--- src/rtl/result_display.sv ---
// Result display: captures the ALU result on a show opcode, converts it to BCD
// with a sequential double-dabble and scans it onto a 3-digit seven-segment display.
module result_display #(
    parameter int unsigned SCAN_DIV = 16
) (
    input  logic       clock,
    input  logic       reset_n,
    input  logic [7:0] Result,
    input  logic [2:0] Sel,
    output logic [6:0] Seg,
    output logic [2:0] An,
    output logic       Busy
);
    localparam int unsigned RES_W  = 8;
    localparam int unsigned DIG_W  = 4;
    localparam int unsigned BCD_W  = 3 * DIG_W;
    localparam int unsigned ITER_W = 3;
    localparam int unsigned CNT_W  = 16;
    localparam int unsigned IDX_W  = 2;
    localparam int unsigned SEG_W  = 7;
    localparam int unsigned AN_W   = 3;
    localparam int unsigned SEL_W  = 3;

    localparam logic [SEL_W-1:0]  SEL_SHOW     = 3'b011;
    localparam logic [SEL_W-1:0]  SEL_CLEAR    = 3'b100;
    localparam logic [ITER_W-1:0] ITER_LAST    = ITER_W'(RES_W - 1);
    localparam logic [CNT_W-1:0]  SCAN_LAST    = CNT_W'(SCAN_DIV - 1);
    localparam logic [IDX_W-1:0]  IDX_UNITS    = 2'd0;
    localparam logic [IDX_W-1:0]  IDX_TENS     = 2'd1;
    localparam logic [IDX_W-1:0]  IDX_HUNDREDS = 2'd2;

    typedef enum logic [0:0] {
        ST_IDLE = 1'b0,
        ST_CONV = 1'b1
    } state_e;

    state_e              state_q, state_d;
    logic                show_q, show_d;
    logic [RES_W-1:0]    sh_q, sh_d;
    logic [BCD_W-1:0]    acc_q, acc_d;
    logic [ITER_W-1:0]   iter_q, iter_d;
    logic                busy_q, busy_d;
    logic [BCD_W-1:0]    dig_q, dig_d;
    logic [CNT_W-1:0]    cnt_q, cnt_d;
    logic [IDX_W-1:0]    idx_q, idx_d;
    logic [SEG_W-1:0]    seg_q, seg_d;
    logic [AN_W-1:0]     an_q, an_d;

    logic                show_c;
    logic                clear_c;
    logic                start_c;
    logic [BCD_W-1:0]    adj_c;
    logic [BCD_W-1:0]    acc_step_c;
    logic [RES_W-1:0]    sh_step_c;
    logic [DIG_W-1:0]    digit_c;
    logic                blank_c;

    function automatic logic [DIG_W-1:0] add3(input logic [DIG_W-1:0] n);
        return (n >= 4'd5) ? n + 4'd3 : n;
    endfunction

    function automatic logic [SEG_W-1:0] seg_decode(input logic [DIG_W-1:0] d);
        logic [SEG_W-1:0] s;
        case (d)
            4'd0:    s = 7'b0111111;
            4'd1:    s = 7'b0000110;
            4'd2:    s = 7'b1011011;
            4'd3:    s = 7'b1001111;
            4'd4:    s = 7'b1100110;
            4'd5:    s = 7'b1101101;
            4'd6:    s = 7'b1111101;
            4'd7:    s = 7'b0000111;
            4'd8:    s = 7'b1111111;
            4'd9:    s = 7'b1101111;
            default: s = 7'b0000000;
        endcase
        return s;
    endfunction

    // Opcode decode; a show only starts on the first cycle the opcode appears.
    always_comb begin
        show_c  = (Sel == SEL_SHOW);
        clear_c = (Sel == SEL_CLEAR);
        start_c = show_c & ~show_q;
        show_d  = show_c;
    end

    // One double-dabble step: add-3 on nibbles >= 5, then shift left by one.
    always_comb begin
        adj_c      = {add3(acc_q[11:8]), add3(acc_q[7:4]), add3(acc_q[3:0])};
        acc_step_c = {adj_c[BCD_W-2:0], sh_q[RES_W-1]};
        sh_step_c  = {sh_q[RES_W-2:0], 1'b0};
    end

    // Conversion FSM next state; clear overrides everything.
    always_comb begin
        state_d = state_q;
        sh_d    = sh_q;
        acc_d   = acc_q;
        iter_d  = iter_q;
        busy_d  = busy_q;
        dig_d   = dig_q;

        if (clear_c) begin
            state_d = ST_IDLE;
            busy_d  = 1'b0;
            dig_d   = '0;
        end else begin
            case (state_q)
                ST_IDLE: begin
                    if (start_c) begin
                        sh_d    = Result;
                        acc_d   = '0;
                        iter_d  = '0;
                        busy_d  = 1'b1;
                        state_d = ST_CONV;
                    end
                end
                ST_CONV: begin
                    sh_d   = sh_step_c;
                    acc_d  = acc_step_c;
                    iter_d = iter_q + ITER_W'(1);
                    if (iter_q == ITER_LAST) begin
                        dig_d   = acc_step_c;
                        busy_d  = 1'b0;
                        state_d = ST_IDLE;
                    end
                end
                default: begin
                    state_d = ST_IDLE;
                    busy_d  = 1'b0;
                end
            endcase
        end
    end

    always_ff @(posedge clock or negedge reset_n) begin
        if (!reset_n) begin
            state_q <= ST_IDLE;
            show_q  <= 1'b0;
            sh_q    <= '0;
            acc_q   <= '0;
            iter_q  <= '0;
            busy_q  <= 1'b0;
            dig_q   <= '0;
        end else begin
            state_q <= state_d;
            show_q  <= show_d;
            sh_q    <= sh_d;
            acc_q   <= acc_d;
            iter_q  <= iter_d;
            busy_q  <= busy_d;
            dig_q   <= dig_d;
        end
    end

    // Scan timing: dwell SCAN_DIV cycles per digit, units -> tens -> hundreds.
    always_comb begin
        cnt_d = cnt_q + CNT_W'(1);
        idx_d = idx_q;
        if (cnt_q == SCAN_LAST) begin
            cnt_d = '0;
            idx_d = (idx_q == IDX_HUNDREDS) ? IDX_UNITS : idx_q + IDX_W'(1);
        end
    end

    // Segment/anode drive from the current index, with leading-zero blanking.
    always_comb begin
        case (idx_q)
            IDX_UNITS: begin
                digit_c = dig_q[3:0];
                blank_c = 1'b0;
                an_d    = 3'b001;
            end
            IDX_TENS: begin
                digit_c = dig_q[7:4];
                blank_c = (dig_q[11:8] == 4'd0) && (dig_q[7:4] == 4'd0);
                an_d    = 3'b010;
            end
            default: begin
                digit_c = dig_q[11:8];
                blank_c = (dig_q[11:8] == 4'd0);
                an_d    = 3'b100;
            end
        endcase
        seg_d = blank_c ? '0 : seg_decode(digit_c);
    end

    always_ff @(posedge clock or negedge reset_n) begin
        if (!reset_n) begin
            cnt_q <= '0;
            idx_q <= IDX_UNITS;
            seg_q <= '0;
            an_q  <= 3'b001;
        end else begin
            cnt_q <= cnt_d;
            idx_q <= idx_d;
            seg_q <= seg_d;
            an_q  <= an_d;
        end
    end

    assign Seg  = seg_q;
    assign An   = an_q;
    assign Busy = busy_q;

endmodule

--- config.mk ---
export PLATFORM = sky130hd
export DESIGN_NAME = result_display
export DESIGN_NICKNAME = d
export VERILOG_FILES = /design/src/rtl/result_display.sv
export SDC_FILE = /design/constraint.sdc
export NUM_CORES = 1
export LEC_CHECK = 0
export CAP_MARGIN = 40
export CORE_MARGIN = 3
export CORE_UTILIZATION = 25
export CTS_CLUSTER_DIAMETER = 120
export DETAILED_ROUTE_END_ITERATION = 6
export SYNTH_ARGS = -nofsm -noshare
export SYNTH_HDL_FRONTEND = slang
export SYNTH_SLANG_ARGS = --single-unit
--- constraint.sdc ---
create_clock -name clock -period 2.8 [get_ports clock]
set_input_delay 0.56 -clock clock [delete_from_list [all_inputs] [get_ports clock]]
set_output_delay 0.56 -clock clock [all_outputs]
set_load 0.02 [all_outputs]
==> impl_metrics.ini <==
[grt]
grt_max_degree = 35
grt_pass1_vias = 2068
grt_pass1_wl_mm = 10.1
grt_overflow = 0
antenna_found_initial = 0
grt_util_all_layers_pct = 8.91

[die]
die_w_um = 119
fp-row-count = 40
start_util_pct = 26.1
core_um2 = 12200
die-area_um2 = 14100
die_h_um = 119
ios = 24

[synth]
synth.largest_area_cell = dfrtp_1
synthTopCellsByArea = dfrtp_1 (51%), ha_1 (5.5%), a22o_1 (3.9%), xnor2_1 (3.3%), nand2_1 (2.7%)
synth_cell_types = 46
syn-num-nets = 308
ys_ff_latch = 66
yosys_warnings = 0
synth-seq-area-share_pct = 51.9
synth_area_um2 = 3180
synth_area_per_cell_um2 = 11.3
synth_top_cell_area_share_pct = 51.1
syn_inst = 281

[clock_network]
clk_pin_slew_ns = 0.05
numClockSinks = 66
cts_tree = built
clock_path_buffers = 2
cts_buffers = 9
insertion_delay_ns = 0.33
post_cts_buffers = 0
ctsHoldBuffers = 0
cts_resized = 0
clockRootBuffer = clkbuf_16
h-tree-depth = 3

[worst_setup_path]
r2r_end = Seg[5]$_DFF_PN0_
r2r_cells = 6
cp.required_ns = 3.02
arrival_ns = 2.43
rrSetupSlack_ns = 0.59
cp-end-kind = flop
critPathLaunchType = flop
crit_path_start = idx_q[0]$_DFFE_PN0N_
crit_type = flop to flop
crit_path_max_fanout = 8
reg2reg_from = idx_q[0]$_DFFE_PN0N_

[route]
vias = 2185
drtIter0Drc = 118
wire_per_inst_um = 12.2
drtAntennaViolNets = 0
wl_mm = 5.83
drt_first_pass_iters = 4
viasPerCell = 4.56
drc = 0

[pwr]
max-vdd-ir-drop_uv = 503
total_leakage_power_nw = 1.77
power.density_nw_per_um2 = 893

[sta]
hold_viol = 0
rsz0062_at_grt = false
max-slew-margin-rel_pct = 49.4
setup_viol = 0
skew_ns = 0.00558
fin_crit_sh_pct = 79.0
fmax_mhz = 452
tns_ns = 0
max_slew.worst_pin.slew_ns = 0.759
slew_viol_final = 0
finalCriticalPeriod_ns = 2.21

[layout]
drive_above_1_share_pct = 12.5
fin_util_pct = 32.1
final_common_cell = dfrtp_1
diodes = 0
final_cell_mix = dfrtp_1 (65), nand2_1 (23), clkdlybuf4s50_1 (22)
fin_cells = 479
area_delta_synth_final_pct = 23.2
nets = 333

[placement]
dp_hpwl_mm = 4.11
port_buffers = 23
gpl.final_weighted_congestion = 0.800
dp_cells = 463

[worst_hold_path]
hp-class = input pin to async pin

[flow_run]
maxCapViolations = 0

[run_status]
outcome = completed
[layout make-up]
| type | instances | area (um^2) |
|---|---|---|
| Fill cell | 1278 | 8290 |
| Sequential cell | 66 | 1650 |
| Multi-Input combinational cell | 191 | 1430 |
| Timing Repair Buffer | 28 | 275 |
| Clock buffer | 11 | 243 |
| Tap cell | 168 | 210 |
| Clock inverter | 5 | 77.6 |
| Inverter | 10 | 37.5 |
[sequential cells by signal, indices dropped and copies added, names as in the netlist]
signal / count
cnt_q: 16
state_q: 1
dig_q: 12
iter_q: 3
Busy: 1
acc_q: 12
show_q: 1
idx_q: 2
An: 3
sh_q: 8
Seg: 7
[Yosys cell counts (all sizes together)]
| cell type | number |
|---|---|
| nand2b | 6 |
| xnor2 | 12 |
| a32o | 4 |
| a211oi | 6 |
| a311oi | 2 |
| dfrtp | 65 |
| nor2 | 13 |
| and2 | 2 |
| buf | 6 |
| or4 | 1 |
| inv | 10 |
| dfstp | 1 |
| nand3b | 1 |
| nand2 | 23 |
| o21bai | 1 |
| nand4 | 6 |
| nor2b | 1 |
| o32a | 1 |
| xor2 | 6 |
| mux2i | 10 |
| o21a | 1 |
| mux2 | 9 |
| nor3 | 3 |
| clkbuf | 8 |
| o211ai | 2 |
| and4 | 3 |
| or2b | 1 |
| a21o | 10 |
| nor4 | 5 |
| a31oi | 1 |
| a21oi | 10 |
| nand3 | 5 |
| o21ai | 14 |
| ha | 14 |
| nor3b | 1 |
| a22o | 14 |
| and3 | 2 |
| or2 | 1 |
[cell families (layout without fill, tap and decap cells)]
logic type	after synthesis	in the layout	share of synthesized area (%)
simple gates	74	74	12.0
compound gates	66	66	15.3
flops	66	66	51.9
buf+inv	24	54	3.30
mux	19	19	7.08
xor+xnor	18	18	4.95
fa+ha+maj	14	14	5.50
[critical path, stage by stage, from the launching register on]
cell,delay [ns]
dfrtp_1,0.49
mux2_2,0.38
mux2i_1,0.37
inv_1,0.12
ha_1,0.21
or2b_1,0.24
a311oi_1,0.29
[worst max path at each step]
stage | end | slack (ns) | depth (start not counted)
6_report | Seg[5]$_DFF_PN0_ | 0.59 | 6
4_1_cts | Seg[5]$_DFF_PN0_ | 0.56 | 6
2_1_floorplan | Seg[3]$_DFF_PN0_ | 0.83 | 7
3_5_place_dp | dig_q[8]$_DFFE_PN0P_ | 0.51 | 5
5_1_grt | Seg[5]$_DFF_PN0_ | 0.42 | 6
3_3_place_gp | dig_q[2]$_DFFE_PN0P_ | 0.53 | 4
[stage by stage]
| stage | setup slack [ns] | power (W) | area [um^2] | hold WS (ns) |
|---|---|---|---|---|
| global route | 0.419 | 0.00373 | 3920 | 0.370 |
| finish | 0.587 | 0.00350 | 3920 | 0.307 |
| detailed placement | 0.506 | 0.00234 | 3600 | 0.470 |
| global placement | 0.529 | 0.00230 | 3590 | 0.465 |
| CTS | 0.561 | 0.00355 | 3920 | 0.328 |
| floorplan | 0.829 | 0.00204 | 3180 | 0.264 |
[layer usage]
metal	vias to the layer above	global-route usage [%]	share of wire, %
met1	1059	12.3	50
li1	1062	-	-
met4	0	3.48	1.0
met5	-	0	0
met3	6	3.66	6.1
met2	58	12.4	43
[power by group]
part	leakage [nW]	switching (W)	internal, W
clock	0.156	0.000385	0.000799
combinational	0.757	0.000504	0.000487
sequential	0.860	0.000175	0.00115
Power figures use the tool's default switching activity.
